## config.mk

```make
export PLATFORM = sky130hd
export DESIGN_NAME = sdp_ram_arbiter
export DESIGN_NICKNAME = d
export VERILOG_FILES = /design/src/rtl/sdp_arb_pkg.sv /design/src/rtl/rr_arb2.sv /design/src/rtl/sdp_ram_arbiter.sv
export SDC_FILE = /design/constraint.sdc
export NUM_CORES = 1
export LEC_CHECK = 0
export CORE_ASPECT_RATIO = 0.5
export CORE_UTILIZATION = 21
export CTS_CLUSTER_DIAMETER = 40
export CTS_CLUSTER_SIZE = 8
export DETAILED_ROUTE_END_ITERATION = 16
export PLACE_DENSITY = 0.89
export RECOVER_POWER = 50
export SYNTH_ARGS = -nofsm -noshare
export SYNTH_HDL_FRONTEND = slang
export SYNTH_SLANG_ARGS = --single-unit
```

## constraint.sdc

```tcl
create_clock -name clk -period 2.4 [get_ports clk]
set_input_delay 0.48 -clock clk [delete_from_list [all_inputs] [get_ports clk]]
set_output_delay 0.48 -clock clk [all_outputs]
set_load 0.1 [all_outputs]
```

## src/rtl/sdp_arb_pkg.sv

```systemverilog
// Shared types and defaults for the simple dual-port RAM arbiter.
package sdp_arb_pkg;

    localparam int unsigned N_REQ      = 2;
    localparam int unsigned ADDR_W_DEF = 10;
    localparam int unsigned DATA_W_DEF = 32;

    typedef logic [0:0] req_id_t;

    typedef struct packed {
        logic    vld;
        req_id_t id;
    } rd_tag_t;

endpackage

```

## src/rtl/rr_arb2.sv

```systemverilog
// Two-way round-robin arbiter with a registered priority pointer.
// A low enable blocks both the grant and the pointer update.
module rr_arb2 (
    input  logic       clk,
    input  logic       rst_n,
    input  logic [1:0] req,
    input  logic       en,
    output logic [1:0] gnt,
    output logic       ptr
);

    logic ptr_d, ptr_q;
    logic other;

    assign other = ~ptr_q;

    always_comb begin
        gnt   = 2'b00;
        ptr_d = ptr_q;
        // Grants are suppressed while reset is asserted.
        if (rst_n && en) begin
            if (req[ptr_q]) begin
                gnt[ptr_q] = 1'b1;
                ptr_d      = other;
            end else if (req[other]) begin
                gnt[other] = 1'b1;
                ptr_d      = ptr_q;
            end
        end
    end

    always_ff @(posedge clk or negedge rst_n) begin
        if (!rst_n) begin
            ptr_q <= 1'b0;
        end else begin
            ptr_q <= ptr_d;
        end
    end

    assign ptr = ptr_q;

endmodule

```

## src/rtl/sdp_ram_arbiter.sv

```systemverilog
// Shares one simple dual-port RAM between two requesters: independent round-robin
// arbitration per port, write-wins on same-address collisions, tagged read returns.
module sdp_ram_arbiter
    import sdp_arb_pkg::*;
#(
    parameter int unsigned ADDR_W = ADDR_W_DEF,
    parameter int unsigned DATA_W = DATA_W_DEF,
    parameter int unsigned RD_LAT = 1
) (
    input  logic                   clk,
    input  logic                   rst_n,

    input  logic [1:0]             wr_req,
    input  logic [1:0][ADDR_W-1:0] wr_addr,
    input  logic [1:0][DATA_W-1:0] wr_data,
    output logic [1:0]             wr_gnt,

    input  logic [1:0]             rd_req,
    input  logic [1:0][ADDR_W-1:0] rd_addr,
    output logic [1:0]             rd_gnt,

    output logic [1:0]             rd_rvalid,
    output logic [DATA_W-1:0]      rd_rdata,

    output logic                   ram_ena,
    output logic                   ram_wea,
    output logic [ADDR_W-1:0]      ram_addra,
    output logic [DATA_W-1:0]      ram_dina,

    output logic                   ram_enb,
    output logic [ADDR_W-1:0]      ram_addrb,
    input  logic [DATA_W-1:0]      ram_doutb
);

    logic    wr_ptr, rd_ptr;
    req_id_t wr_id, rd_id;
    logic    collide;
    rd_tag_t tag_in;
    rd_tag_t tag_q [RD_LAT];

    rr_arb2 u_wr_arb (
        .clk   (clk),
        .rst_n (rst_n),
        .req   (wr_req),
        .en    (1'b1),
        .gnt   (wr_gnt),
        .ptr   (wr_ptr)
    );

    // Write side: the granted requester, else the preferred one (address is don't-care).
    always_comb begin
        if (wr_gnt[1]) begin
            wr_id = 1'b1;
        end else if (wr_gnt[0]) begin
            wr_id = 1'b0;
        end else begin
            wr_id = wr_ptr;
        end
    end

    assign ram_ena   = |wr_gnt;
    assign ram_wea   = ram_ena;
    assign ram_addra = wr_addr[wr_id];
    assign ram_dina  = wr_data[wr_id];

    // Read candidate is chosen before enable so its address can be checked for a collision.
    assign rd_id   = rd_req[rd_ptr] ? rd_ptr : ~rd_ptr;
    assign collide = ram_ena && (|rd_req) && (rd_addr[rd_id] == ram_addra);

    rr_arb2 u_rd_arb (
        .clk   (clk),
        .rst_n (rst_n),
        .req   (rd_req),
        .en    (~collide),
        .gnt   (rd_gnt),
        .ptr   (rd_ptr)
    );

    assign ram_enb   = |rd_gnt;
    assign ram_addrb = rd_addr[rd_id];
    assign rd_rdata  = ram_doutb;

    always_comb begin
        tag_in     = '0;
        tag_in.vld = |rd_gnt;
        tag_in.id  = rd_gnt[1];
    end

    always_ff @(posedge clk or negedge rst_n) begin
        if (!rst_n) begin
            for (int k = 0; k < RD_LAT; k++) begin
                tag_q[k] <= '0;
            end
        end else begin
            tag_q[0] <= tag_in;
            for (int k = 1; k < RD_LAT; k++) begin
                tag_q[k] <= tag_q[k-1];
            end
        end
    end

    always_comb begin
        rd_rvalid = 2'b00;
        if (tag_q[RD_LAT-1].vld) begin
            rd_rvalid[tag_q[RD_LAT-1].id] = 1'b1;
        end
    end

endmodule

```

==> reports/results.tsv <==
stage	metric	value	unit
timing	finalHoldViolCount	0	
clocking	cts-htree-levels	1	
synth	synth_edf_count	0	
timing	maxSlewViolCount	0	
global_route	grt_max_degree	10	
place	post-place-ws	-1008	ps
finish	area_growth	202.7	%
synth	ys_seq_area_frac	0.06661	
finish	finalNetCount	513	
outcome	status	finished, violations left	
worst_setup_path	path_cells	clkdlybuf4s15_2, inv_2, mux2i_4, buf_12, mux2_2, and3_4, nor4_4, a31oi_4, nor3b_4, buf_12	
global_route	grt_pass1_vias	2148	
timing	fin_tns_setup	-6556	ps
die	boundaryPins	235	
die	die-area	7519	µm²
synth	synth.top_cell.area_share	0.3147	
drt	wl_met2	4.732	mm
worst_setup_path	cp.required	1920	ps
min_path	hp-class	input pin to asynchronous set/reset pin	
drt	finalWirelength	8.616	mm
clocking	clock_latency	220	ps
synth	synth_top_area_cell	mux2_2	
timing	tightest_slew	408.9	ps
timing	slew_headroom	0.7245	
clocking	cts_root_buf	clkbuf_16	
finish	drive_gt1_frac	0.5420	
place	dp.cells	440	
finish	multi_input_area	1374	µm²
drt	wl_met1	3.272	mm
synth	async_flop_share	1.000	
drt	drc	0	
worst_setup_path	worstPathMaxFanout	5	
clocking	cts_num_sinks	4	
finish	n_antenna_cell	0	
timing	setup_viol	35	
clocking	path_clk_slew	30	ps
synth	synth_cell_type_count	42	
worst_setup_path	end_kind	output port	
place	place_congestion	0.8323	
pwr	leakage	2.029	nW
timing	fin_crit_sh	1.249	
drt	dr.pass1.iters	4	
timing	finalClockSkew	2.797	ps
finish	postLayoutCoreUtil	0.6685	
worst_setup_path	crit_family	simple AND/OR/NAND/NOR gates	
clocking	cts.hold.buffers_added	0	
timing	fin_crit	2997	ps
clocking	cts-buffers-inserted	3	
synth	avgSynthCellArea	8.538	µm²
finish	final-seq-area	100.1	µm²
drt	drt-wirelength-per-cell	18.69	µm
synth	yosysWarnings	0	
pwr	p_per_area	695.6	nW/µm²
drt	drtIter0Drc	60	
worst_setup_path	cpMostUsedCell	buf_12	
die	start_util	0.2208	
clocking	cts_buffer_depth	2	
drt	vias_per_cell	4.577	
place	io_buffers	170	
finish	fillers	476	
global_route	overflow	0	
worst_setup_path	start_kind	input pin	
timing	fin_ws	-596.6	ps
worst_setup_path	arrival	2520	ps
global_route	track_usage	0.2116	
synth	synth_area_leaders	mux2_2 (31%), buf_4 (16%), dfrtp_1 (6.7%)	
place	post-dp-hpwl	6.286	mm
timing	rsz0062_at_grt	yes	
drt	top_layer_used	met4	
synth	synth_ff_type	dfrtp_1	
worst_setup_path	slowest_delay	370	ps
drt	met3_length	478	µm
global_route	grt_antenna_before_repair	0	
synth	synth_area	1503	µm²
die	rows	21	
worst_setup_path	critPathSlowestCell	mux2_2	
global_route	grt_pass1_wl	11.80	mm
pwr	ir_drop	0.0004420	V
timing	max_freq	333.7	MHz
die	die_w	121.6	µm
finish	finalNonFillerCells	461	
die	die_y	61.82	µm
die	coreArea	6805	µm²
outcome	violations	setup timing	
drt	vias	2110	
clocking	cts_tree	yes	
job	maxCapViolCount	0	
synth	syn_nets	318	
drt	drtAntennaViolNets	0	
synth	syn_inst	176	
worst_setup_path	crit_buf_inv	4	
worst_setup_path	criticalPathCategory	input pin to output port	
synth	synth-seq-cells	4	
-- report_power, final --
group | switching [W] | leakage [nW] | total, W | internal [W]
Clock | 0.0000446 | 0.0370 | 0.000257 | 0.000213
Sequential | 0.00000933 | 0.0487 | 0.0000862 | 0.0000768
Combinational | 0.00159 | 1.94 | 0.00282 | 0.00123
-- timing repair --
| item | 4_1_cts | 5_1_grt |
|---|---|---|
| pin swaps | 9 | 5 |
| setup endpoints to repair | 58 | 37 |
| hold endpoints to repair | 0 | 0 |
| gates resized for setup | 82 | 5 |
| setup buffers | 9 | 5 |
| gates cloned | 5 | 0 |
-- cell usage after synthesis, types with 2 or more instances --
master,count
mux2_2,42
buf_4,33
inv_1,10
nor2_1,9
xnor2_1,9
nand2_1,8
a32oi_1,5
a21oi_1,4
dfrtp_1,4
o211ai_1,4
o21ai_0,4
buf_6,3
clkbuf_1,3
mux2i_1,3
nor2b_1,3
a21boi_1,2
and2_1,2
nand3_1,2
o31a_1,2
o31ai_1,2
-- flip-flops by register name, indices dropped and copies added, names as in the netlist --
signal / count
u_wr_arb.ptr: 1
u_rd_arb.ptr: 1
tag_q: 2
-- final timing paths --
kind / endpoint / startpoint / slack (ps) / cells after the start
max: rd_gnt[0] / rd_req[1] / -600 / 10
min: tag_q[0] / rst_n / 370 / 2
max reg2reg: tag_q[0] / u_rd_arb.ptr / 60 / 8
min reg2reg: u_wr_arb.ptr / u_wr_arb.ptr / 720 / 2
max in group asynchronous: u_rd_arb.ptr / rst_n / 1770 / 2
min in group clk: u_wr_arb.ptr / u_wr_arb.ptr / 720 / 2
-- cell type report --
cell class,instances,area share
Multi-Input combinational cell,122,0.3020
Inverter,11,0.009076
Timing Repair Buffer,229,0.6251
Sequential cell,4,0.02200
Tap cell,92,0.02530
Clock buffer,3,0.01650
-- cell families (layout without fill, tap and decap cells) --
logic type | Yosys count | count (layout) | synth area share
XOR/XNOR | 9 | 9 | 0.05246
AO/OA/AOI/OAI | 30 | 30 | 0.1549
multiplexers | 46 | 46 | 0.3497
AND/OR/NAND/NOR | 36 | 37 | 0.1507
flip-flops | 4 | 4 | 0.06661
buffers and inverters | 51 | 243 | 0.2256
-- layout by cell type, fill, tap and decap left out, types with 2 or more instances in the layout --
cell type,count
xnor2_2,3
a32oi_1,4
mux2i_1,2
buf_4,49
dfrtp_1,4
inv_2,2
clkbuf_16,3
buf_6,4
o211ai_1,4
o31a_1,2
nor2_4,4
a21oi_2,2
nor2_1,6
xnor2_1,6
buf_16,4
nand2_1,8
mux2_4,41
nor2b_1,3
inv_1,9
buf_2,2
buf_12,61
a21boi_4,2
and2_1,2
a21oi_1,2
nand3_1,2
clkdlybuf4s50_1,104
o21ai_0,3
-- per-stage QoR --
step	power, W	area, µm²	hold WS (ps)
finish	0.003165	4549	368.5
CTS	0.003125	4503	295.7
global route	0.003254	4549	398.5
floorplan	0.001816	1555	184.4
detailed placement	0.002597	3999	674.7
global placement	0.002575	3999	653.7
-- worst reg2reg max path, cell delays in order, from the launching register on --
cell	delay [ps]
dfrtp_1	390
mux2i_4	350
buf_12	160
mux2_2	370
and3_4	170
nor4_4	320
a31oi_4	160
o211a_4	180
buf_4	130
-- layer usage --
metal | up-vias | track usage
met4 | 0 | 0.04938
met1 | 1018 | 0.2367
met2 | 84 | 0.4107
li1 | 989 | -
met5 | - | 0
met3 | 19 | 0.06022
(Power assumes the default switching activity.)
==> RTL edit, RTL diff (same settings) <==
Reset style: synchronous (`rst_n`), changed in 2 clocked blocks.
--- a/src/rtl/rr_arb2.sv
+++ b/src/rtl/rr_arb2.sv
@@ -30,5 +30,5 @@
     end
 
-    always_ff @(posedge clk or negedge rst_n) begin
+    always_ff @(posedge clk) begin
         if (!rst_n) begin
             ptr_q <= 1'b0;
--- a/src/rtl/sdp_ram_arbiter.sv
+++ b/src/rtl/sdp_ram_arbiter.sv
@@ -87,5 +87,5 @@
     end
 
-    always_ff @(posedge clk or negedge rst_n) begin
+    always_ff @(posedge clk) begin
         if (!rst_n) begin
             for (int k = 0; k < RD_LAT; k++) begin
Behaviour: differs if rst_n is asserted again (counterexample within 4 cycles, from zero or initial values and one cycle with rst_n low); with rst_n held inactive, the same outputs for 10 cycles.
==> RTL edit against the unedited design <==
- the flow still finishes with violations (negative setup slack)
- wire length grew 33%
- sequential cell count is the same
- synthesized cell count grew 3.4%
- power shrank 18%
- critical endpoint is now rd_gnt[1]
- cell count grew 5.0%
- design area grew 5.7%
- critical path type is now reg2out
- area after synthesis shrank 0.58%
- worst setup slack gained 0.060 ns
==> RTL edit: results (changes against the unedited design) <==
[status]
outcome=finished, violations left  ; unchanged
violations=negative setup slack  ; unchanged

[global_routing]
grt_max_degree=10  ; unchanged
antenna_found_initial=1  ; was 0
grt_pass1_wl_mm=14.4  ; was 11.8 mm
grt_pass1_vias=2496  ; was 2,148
use_met2_pct=48.2  ; was 41.1%
grt_usage_pct=26.3  ; was 21.2%
use_met1_pct=30.5  ; was 23.7%
grt_util_met3_pct=5.00  ; was 6.02%

[yosys]
postSynth.asyncResetShare_pct=0  ; was 100%
seq_area_frac_synth_pct=5.36  ; was 6.66%
yosysUniqueCellTypes=39  ; was 42
syn-num-nets=324  ; was 318
syn_inst=182  ; was 176
synth_ff_type=dfxtp_1  ; was dfrtp_1
synth.top_cells.by_area=mux2_2, buf_4, dfxtp_1, xnor2_1, a32oi_1  ; was mux2_2, buf_4, dfrtp_1, xnor2_1, a32oi_1
synthTopCellsByCount=mux2_2, buf_4, nand2_1, nor2_1  ; was mux2_2, buf_4, inv_1

[detailed_routing]
vias=2416  ; was 2,110
routed_wl_mm=11.5  ; was 8.62 mm
m1WireLength_mm=4.39  ; was 3.27 mm
wl_met3_um=738  ; was 478 µm
wl_met2_mm=5.91  ; was 4.73 mm
vias_per_cell=4.99  ; was 4.58
drt_first_pass_iters=5  ; was 4

[cells_and_area]
fill_cells=404  ; was 476
fin_nets=535  ; was 513
drive_above_1_share_pct=59.1  ; was 54.2%

[timing]
setup_viol=35  ; unchanged
totalNegativeSetupSlack_ns=-7.80  ; was -6.56 ns
fin_skew_ns=0.00359  ; was 0.00280 ns
setup_ws_ns=-0.537  ; was -0.597 ns
worstMarginPinSlew_ns=0.407  ; was 0.409 ns

[placement]
post-place-ws_ns=-1.06  ; was -1.01 ns
place_area_um2=4200  ; was 4000 µm²
dp_hpwl_mm=7.51  ; was 6.29 mm
dp_cells=457  ; was 440
routabilityCongestion=0.846  ; was 0.832

[setup_path]
arrival_ns=2.46  ; was 2.52 ns
crit_fanout=6  ; was 5

[power_and_ir_drop]
vdd_drop_max_mv=0.300  ; was 0.442 mV
p_leak_nw=2.17  ; was 2.03 nW

RTL edit: cell families (layout without fill, tap and decap cells):
family                 count (synthesis)  in the layout  synth area share [%]
flip-flops                             4              4                  5.36
AO/OA/AOI/OAI                         28             28                  14.4
other                                  0              1                     0
AND/OR/NAND/NOR                       46             47                  18.7
multiplexers                          46             46                  34.3
XOR/XNOR                               9              9                  5.28
buffers and inverters                 49            257                  21.9
RTL edit: cell type report:
cell class,count,area share [%]
Tap cell,92,2.39
Timing Repair Buffer,247,62.5
Antenna cell,1,0.0520
Inverter,7,0.598
Multi-Input combinational cell,130,31.2
Clock buffer,3,1.56
Sequential cell,4,1.77
RTL edit: path summary, 6_finish.rpt:
check,to,slack (ns),start,cells past startpoint
worst max-delay path,rd_gnt[1],-0.54,u_wr_arb.ptr,9
worst min-delay path,u_wr_arb.ptr,0.53,u_wr_arb.ptr,2
worst max register to register,u_rd_arb.ptr,0.03,u_wr_arb.ptr,10
worst min register to register,u_wr_arb.ptr,0.53,u_wr_arb.ptr,2
RTL edit: what timing repair did:
item,4_1_cts,5_1_grt
gates resized for setup,74,31
gates cloned,3,0
setup endpoints to repair,58,39
pin swaps,14,24
buffers inserted,18,8
hold buffers,0,0
RTL edit: where the power goes:
part / total [W] / switching [W] / internal, W / leakage (nW)
combinational: 0.00225 / 0.00126 / 0.000987 / 2.10
clock: 0.000261 / 0.0000476 / 0.000213 / 0.0370
sequential: 0.0000836 / 0.00000921 / 0.0000744 / 0.0341
RTL edit: metrics by stage:
stage               utilization (%)  hold WS, ns
finish                         70.9        0.533
global route                   70.9        0.547
CTS                            68.9        0.528
detailed placement             61.9        0.540
global placement               61.9        0.501
floorplan                         -        0.522
